## src/rtl/sprite_ram_loader.sv

```systemverilog
// Writes a valid/ready stream of 8-bit palette indices into the sprite RAM in raster order.
// Writes can be held off until vblank, and the block reports done and a running checksum.
module sprite_ram_loader #(
    parameter int WIDTH       = 128,
    parameter int HEIGHT      = 256,
    parameter int ADDR_WIDTH  = 15,
    parameter bit WAIT_VBLANK = 1'b1
) (
    input  logic                  pixel_clk,
    input  logic                  reset_n,
    input  logic                  start,
    input  logic                  vblank,
    input  logic [7:0]            in_data,
    input  logic                  in_valid,
    output logic                  in_ready,
    output logic                  we,
    output logic [ADDR_WIDTH-1:0] wr_addr,
    output logic [7:0]            wr_data,
    output logic                  busy,
    output logic                  done,
    output logic [15:0]           checksum
);

    // state  | meaning
    // IDLE   | waiting for start
    // LOAD   | accepting pixels into the RAM
    // DONE   | one-cycle marker after the last pixel
    localparam logic [1:0] S_IDLE = 2'd0;
    localparam logic [1:0] S_LOAD = 2'd1;
    localparam logic [1:0] S_DONE = 2'd2;

    localparam logic [ADDR_WIDTH-1:0] LAST_ADDR = ADDR_WIDTH'(WIDTH * HEIGHT - 1);

    logic [1:0]            state;
    logic [ADDR_WIDTH-1:0] count;
    logic                  xfer;

    // start takes priority so a restart never lands a stray pixel at the old address
    assign in_ready = (state == S_LOAD) && !start && (vblank || !WAIT_VBLANK);
    assign xfer     = in_valid && in_ready;
    assign busy     = (state == S_LOAD);
    assign done     = (state == S_DONE);

    always_ff @(posedge pixel_clk) begin
        if (!reset_n) begin
            state    <= S_IDLE;
            count    <= '0;
            we       <= 1'b0;
            wr_addr  <= '0;
            wr_data  <= 8'd0;
            checksum <= 16'd0;
        end else begin
            we <= 1'b0;
            if (start) begin
                state    <= S_LOAD;
                count    <= '0;
                checksum <= 16'd0;
            end else begin
                case (state)
                    S_LOAD: begin
                        if (xfer) begin
                            we       <= 1'b1;
                            wr_addr  <= count;
                            wr_data  <= in_data;
                            checksum <= checksum + {8'd0, in_data};
                            // the counter stops at the last address instead of wrapping
                            if (count == LAST_ADDR) begin
                                state <= S_DONE;
                            end else begin
                                count <= count + 1'b1;
                            end
                        end
                    end
                    S_DONE:  state <= S_IDLE;
                    default: state <= S_IDLE;
                endcase
            end
        end
    end

endmodule
```

## config.mk

```make
export PLATFORM = sky130hd
export DESIGN_NAME = sprite_ram_loader
export DESIGN_NICKNAME = d
export VERILOG_FILES = /design/src/rtl/sprite_ram_loader.sv
export SDC_FILE = /design/constraint.sdc
export NUM_CORES = 1
export LEC_CHECK = 0
export ABC_AREA = 0
export CORE_UTILIZATION = 52
export CTS_CLUSTER_DIAMETER = 50
export CTS_CLUSTER_SIZE = 24
export DETAILED_ROUTE_END_ITERATION = 16
export PLACE_DENSITY = 0.91
export SETUP_SLACK_MARGIN = 0.02
export SLEW_MARGIN = 20
export SYNTH_ARGS = -nofsm -noshare
export SYNTH_HDL_FRONTEND = slang
export SYNTH_SLANG_ARGS = --single-unit
```

## constraint.sdc

```tcl
create_clock -name pixel_clk -period 2.2 [get_ports pixel_clk]
set_input_delay 0.44 -clock pixel_clk [delete_from_list [all_inputs] [get_ports pixel_clk]]
set_output_delay 0.44 -clock pixel_clk [all_outputs]
set_load 0.01 [all_outputs]
```

# [Word-level counts from Yosys, hierarchy flattened]
# Cells that the tools add are included.
[word_totals] n_memories=0 inputBits=13 output_inout_bits=43 ram_bits=0 wordCells=34 regBits=57 romBits=0 latch_bits=0
[classes] mux=5 n_reduce_logical=11 magnitude_cmp=0 bitwise_logic=4 n_shift=0 add_sub_neg=2 n_div=0 mul=0 eq_ne=5
[op_table] cell="$add A16 B8 Y16" n=1
[op_table] cell="$add A15 B1 Y15 const B" n=1
[op_table] cell="$eq A15 B15 Y1 const B" n=1
[op_table] cell="$ne A3 B2 Y1 const B" n=2
[op_table] cell="$reduce_and A2 Y1" n=3
[op_table] cell="$reduce_and A3 Y1" n=2
[op_table] cell="$mux W1" n=5
[op_table] cell="$not A1 Y1" n=4
[op_table] cell="$logic_and A1 B1 Y1" n=3
[op_table] cell="$reduce_or A3 Y1" n=1
[op_table] cell="$eq A2 B1 Y1 const B" n=1
[op_table] cell="$eq A2 B2 Y1 const B" n=1
[op_table] cell="$reduce_or A2 Y1" n=1
[op_table] cell="$logic_not A1 Y1" n=1

# [Depth between registers and ports, before layout]
[logic_depth] ltp_word=7 ltp_mapped=7

# [Worst setup path before layout]
# No wires, ideal clock.
[synth_timing] path_kind="input -> register" start="input port in_data[0]" end="register checksum[10]" t_arrival_ns=1.879 setup_ns=0.122 path_stages=7 setup_slack_ns=0.199 t_required_ns=2.078 path_cell_list="ha_1 -> fa_1 -> a211oi_1 -> or3_1 -> clkbuf_1 -> a2111o_1 -> o21ai_0"
[synth_via] elab_chain_len=1
[synth_lines] element="from (decl)" line_no="13" rtl="input logic [7:0] in_data,"
[synth_lines] element="$add A16 B8 Y16" line_no="65" rtl="checksum <= checksum + {8'd0, in_data};"
[synth_lines] element="to (signal assigned)" line_no="65"
[synth_lines] element="to (decl)" line_no="21" rtl="output logic [15:0] checksum"
# No other way between the ends.
# A chain may end at the register's enable or synchronous reset.

# [Final worst setup path]
[layout_timing] start="input port in_data[6]" end="register checksum[10]"
# Same word-level chain as after synthesis.

==> results.py <==
metrics = {
    "logic_synthesis": {
        "synth_ff_type": "dfxtp_1",
        "synthAdderAreaFrac_pct": 4.65,
        "syn_area_um2": 2850,
        "synth_area_leader_cell": "dfxtp_1",
        "synth.area.top_cells": "dfxtp_1 (40%), nand2_1 (10%), a21boi_0 (6.1%)",
        "yosys_warnings": 0,
        "syn_inst": 336,
        "synth_compound_area_share_pct": 23.2,
        "syn-num-nets": 359,
        "post-synth-top-area-fraction_pct": 40.0,
        "avgSynthCellArea_um2": 8.49,
        "synth_edf_count": 0,
        "synth_top_family_by_area": "simple AND/OR/NAND/NOR gates",
        "seq_area_frac_synth_pct": 40.0,
        "async_reset_ff_share_pct": 0,
        "yosys.area_share.simple_pct": 24.5,
        "synth_cell_type_count": 45,
        "synth_xor_area_share_pct": 1.54,
        "synth.area.mux_share_pct": 2.46,
        "synth_seq_cells": 57,
    },
    "worst_setup_path": {
        "cp_max_fo": 8,
        "path_cells": "clkdlybuf4s50_1 > ha_1 > nand2_1 > or3_4 > a2111o_1 > o21ai_0",
        "slowest_delay_ns": 0.45,
        "critPathTopFamily": "simple AND/OR/NAND/NOR gates",
        "crit_type": "primary input to flop",
        "critPathLaunchType": "primary input",
        "crit_slowest_cell": "clkdlybuf4s50_1",
        "arrival_ns": 2.31,
        "path_buf_inv": 1,
        "end_kind": "flop",
        "crit_required_ns": 2.46,
    },
    "worst_hold_path": {
        "min-delay-path-class": "flop to flop",
    },
    "sta": {
        "drv_slew": 0,
        "relSlewSlack_pct": 71.9,
        "rsz0062_at_grt": "no",
        "hold_violations": 0,
        "timing.final.crit_share_pct": 93.4,
        "setup_violations": 0,
        "fmax_mhz": 487,
        "period_minus_slack_ns": 2.05,
        "fin_skew_ns": 0.00875,
        "tightest_slew_ns": 0.422,
    },
    "layout": {
        "final_common_cell": "nand2_1",
        "antennaDiodeCount": 0,
        "stdcell_count": 487,
        "final_area_um2": 3850,
        "area_delta_synth_final_pct": 35.1,
        "drive_above_1_share_pct": 12.7,
        "final_cell_mix": "nand2_1 (78), dfxtp_1 (57), clkdlybuf4s50_1 (54)",
        "nets": 435,
    },
    "place": {
        "dp.final_hpwl_mm": 5.15,
        "routabilityCongestion": 0.949,
        "dp.cells": 470,
        "io_buffer_count": 55,
        "place_area_um2": 3620,
    },
    "floorplanning": {
        "die-area_um2": 5790,
        "ios": 56,
        "start_util_pct": 54.8,
        "rows": 26,
        "core_um2": 5200,
        "die_y_um": 76.1,
        "chipWidth_um": 76.1,
    },
    "clock_tree": {
        "cts_max_level": 3,
        "cts_sinks": 57,
        "cts_hold_buf": 0,
        "clk_path_buf_depth": 2,
        "insertion_delay_ns": 0.34,
        "clk_pin_slew_ns": 0.06,
        "root_buffer": "clkbuf_8",
        "cts_buffers": 9,
        "cts_tree": "yes",
    },
    "routing": {
        "drt_iter0_drc": 206,
        "ant_nets": 0,
        "routed_via_density": 5.79,
        "routedWlPerCell_um": 15.0,
        "drc": 0,
        "drt_first_pass_iters": 4,
        "drt_wl_total_mm": 7.30,
        "route.vias.total": 2819,
    },
    "power": {
        "powerDensity_nw_per_um2": 585,
        "ir_drop_mv": 0.366,
        "leakagePower_uw": 0.00141,
        "power_uw": 2250,
    },
    "global_route": {
        "grt_pass1_vias": 2618,
        "grt_pass1_wl_mm": 12.3,
        "antenna_found_initial": 0,
        "grt_usage_pct": 26.4,
        "grt_max_degree": 26,
        "grt-ovfl-total": 0,
    },
    "status": {
        "status": "finished clean",
    },
    "job": {
        "drv_cap": 0,
    },
}
==> sequential cells by signal, indices dropped and copies added, names as in the netlist <==
name and count:
checksum 16, wr_addr 15, we 1, count 15
wr_data 8, state 2
==> through the flow <==
step	hold slack (ns)	setup slack [ns]	util, %	setup TNS [ns]
final	0.459	0.146	74.1	0
after global routing	0.487	0.0629	74.1	0
after CTS	0.465	0.0297	73.9	0
after detailed placement	0.455	-0.283	69.6	-2.35
after global placement	0.448	-0.264	69.6	-1.87
after floorplan	0.441	0.199	-	0
==> power breakdown <==
part	leakage, uW	internal [uW]	switching [uW]
Sequential	0.000460	1040	3.83
Combinational	0.000843	77.0	79.8
Clock	0.000106	631	424
Total	0.00141	1750	508
==> synth_stat cells (2+ instances only) <==
| cell | number |
|---|---|
| buf_2 | 8 |
| ha_1 | 9 |
| and2_1 | 2 |
| a2111o_1 | 8 |
| a21oi_1 | 23 |
| o21a_1 | 2 |
| a21boi_0 | 23 |
| nand3_1 | 14 |
| nand2b_1 | 8 |
| dfxtp_1 | 57 |
| a21o_1 | 5 |
| a211oi_1 | 6 |
| clkbuf_1 | 8 |
| xor2_1 | 2 |
| and4_1 | 3 |
| o31ai_1 | 3 |
| o21ai_0 | 17 |
| nor3_1 | 3 |
| nand2_1 | 78 |
| nor2b_1 | 3 |
| nor2_1 | 5 |
| mux2i_1 | 7 |
| nor4_1 | 2 |
| or3_1 | 2 |
| and3_1 | 6 |
| a211o_1 | 3 |
| buf_1 | 2 |
| inv_1 | 2 |
| nand4_1 | 4 |
| xnor2_1 | 3 |
| or4_1 | 4 |
==> cell type report <==
cell class	instances	area [um2]
clock buffers	10	128
clock inverters	6	82.6
fillers	374	1350
inverters	2	7.51
multi-input cells	257	1620
flip-flops and latches	57	1140
well taps	70	87.6
repair buffers	85	787
==> worst register-to-register path, delay by kind of cell (launching register included) <==
family	cells	cell delay (ns)
flip-flops	1	0.44
AND/OR/NAND/NOR	3	1.20
AO/OA/AOI/OAI	1	0.14
==> path summary, 6_finish.rpt <==
path              startpoint           end  cells past startpoint  slack, ns
hold reg to reg   wr_addr[9]    wr_addr[9]                      2       0.46
setup / recovery  in_data[6]  checksum[10]                      6       0.15
setup reg to reg    count[3]     count[11]                      4       0.35
hold / removal    wr_addr[9]    wr_addr[9]                      2       0.46
==> cells by family (layout without fill, tap and decap cells) <==
family | Yosys count | count (layout)
AND/OR/NAND/NOR | 139 | 139
multiplexers | 7 | 7
adder cells (fa/ha/maj) | 10 | 10
AO/OA/AOI/OAI | 96 | 96
flip-flops | 57 | 57
XOR/XNOR | 5 | 5
buffers and inverters | 22 | 103
==> routing by layer <==
layer | up-vias | global-route usage (%) | routed length [um]
met2 | 113 | 43.4 | 3460
met4 | 0 | 13.1 | 163
met1 | 1325 | 33.9 | 3190
li1 | 1365 | - | -
met3 | 16 | 4.07 | 487
met5 | - | 0 | 0
==> timing repair <==
item / 4_1_cts / 5_1_grt
endpoints found under the setup margin: 1 / 5
pin swaps: 1 / 0
setup buffers: 1 / 0
resized for setup: 2 / 2
(Power assumes the default switching activity.)
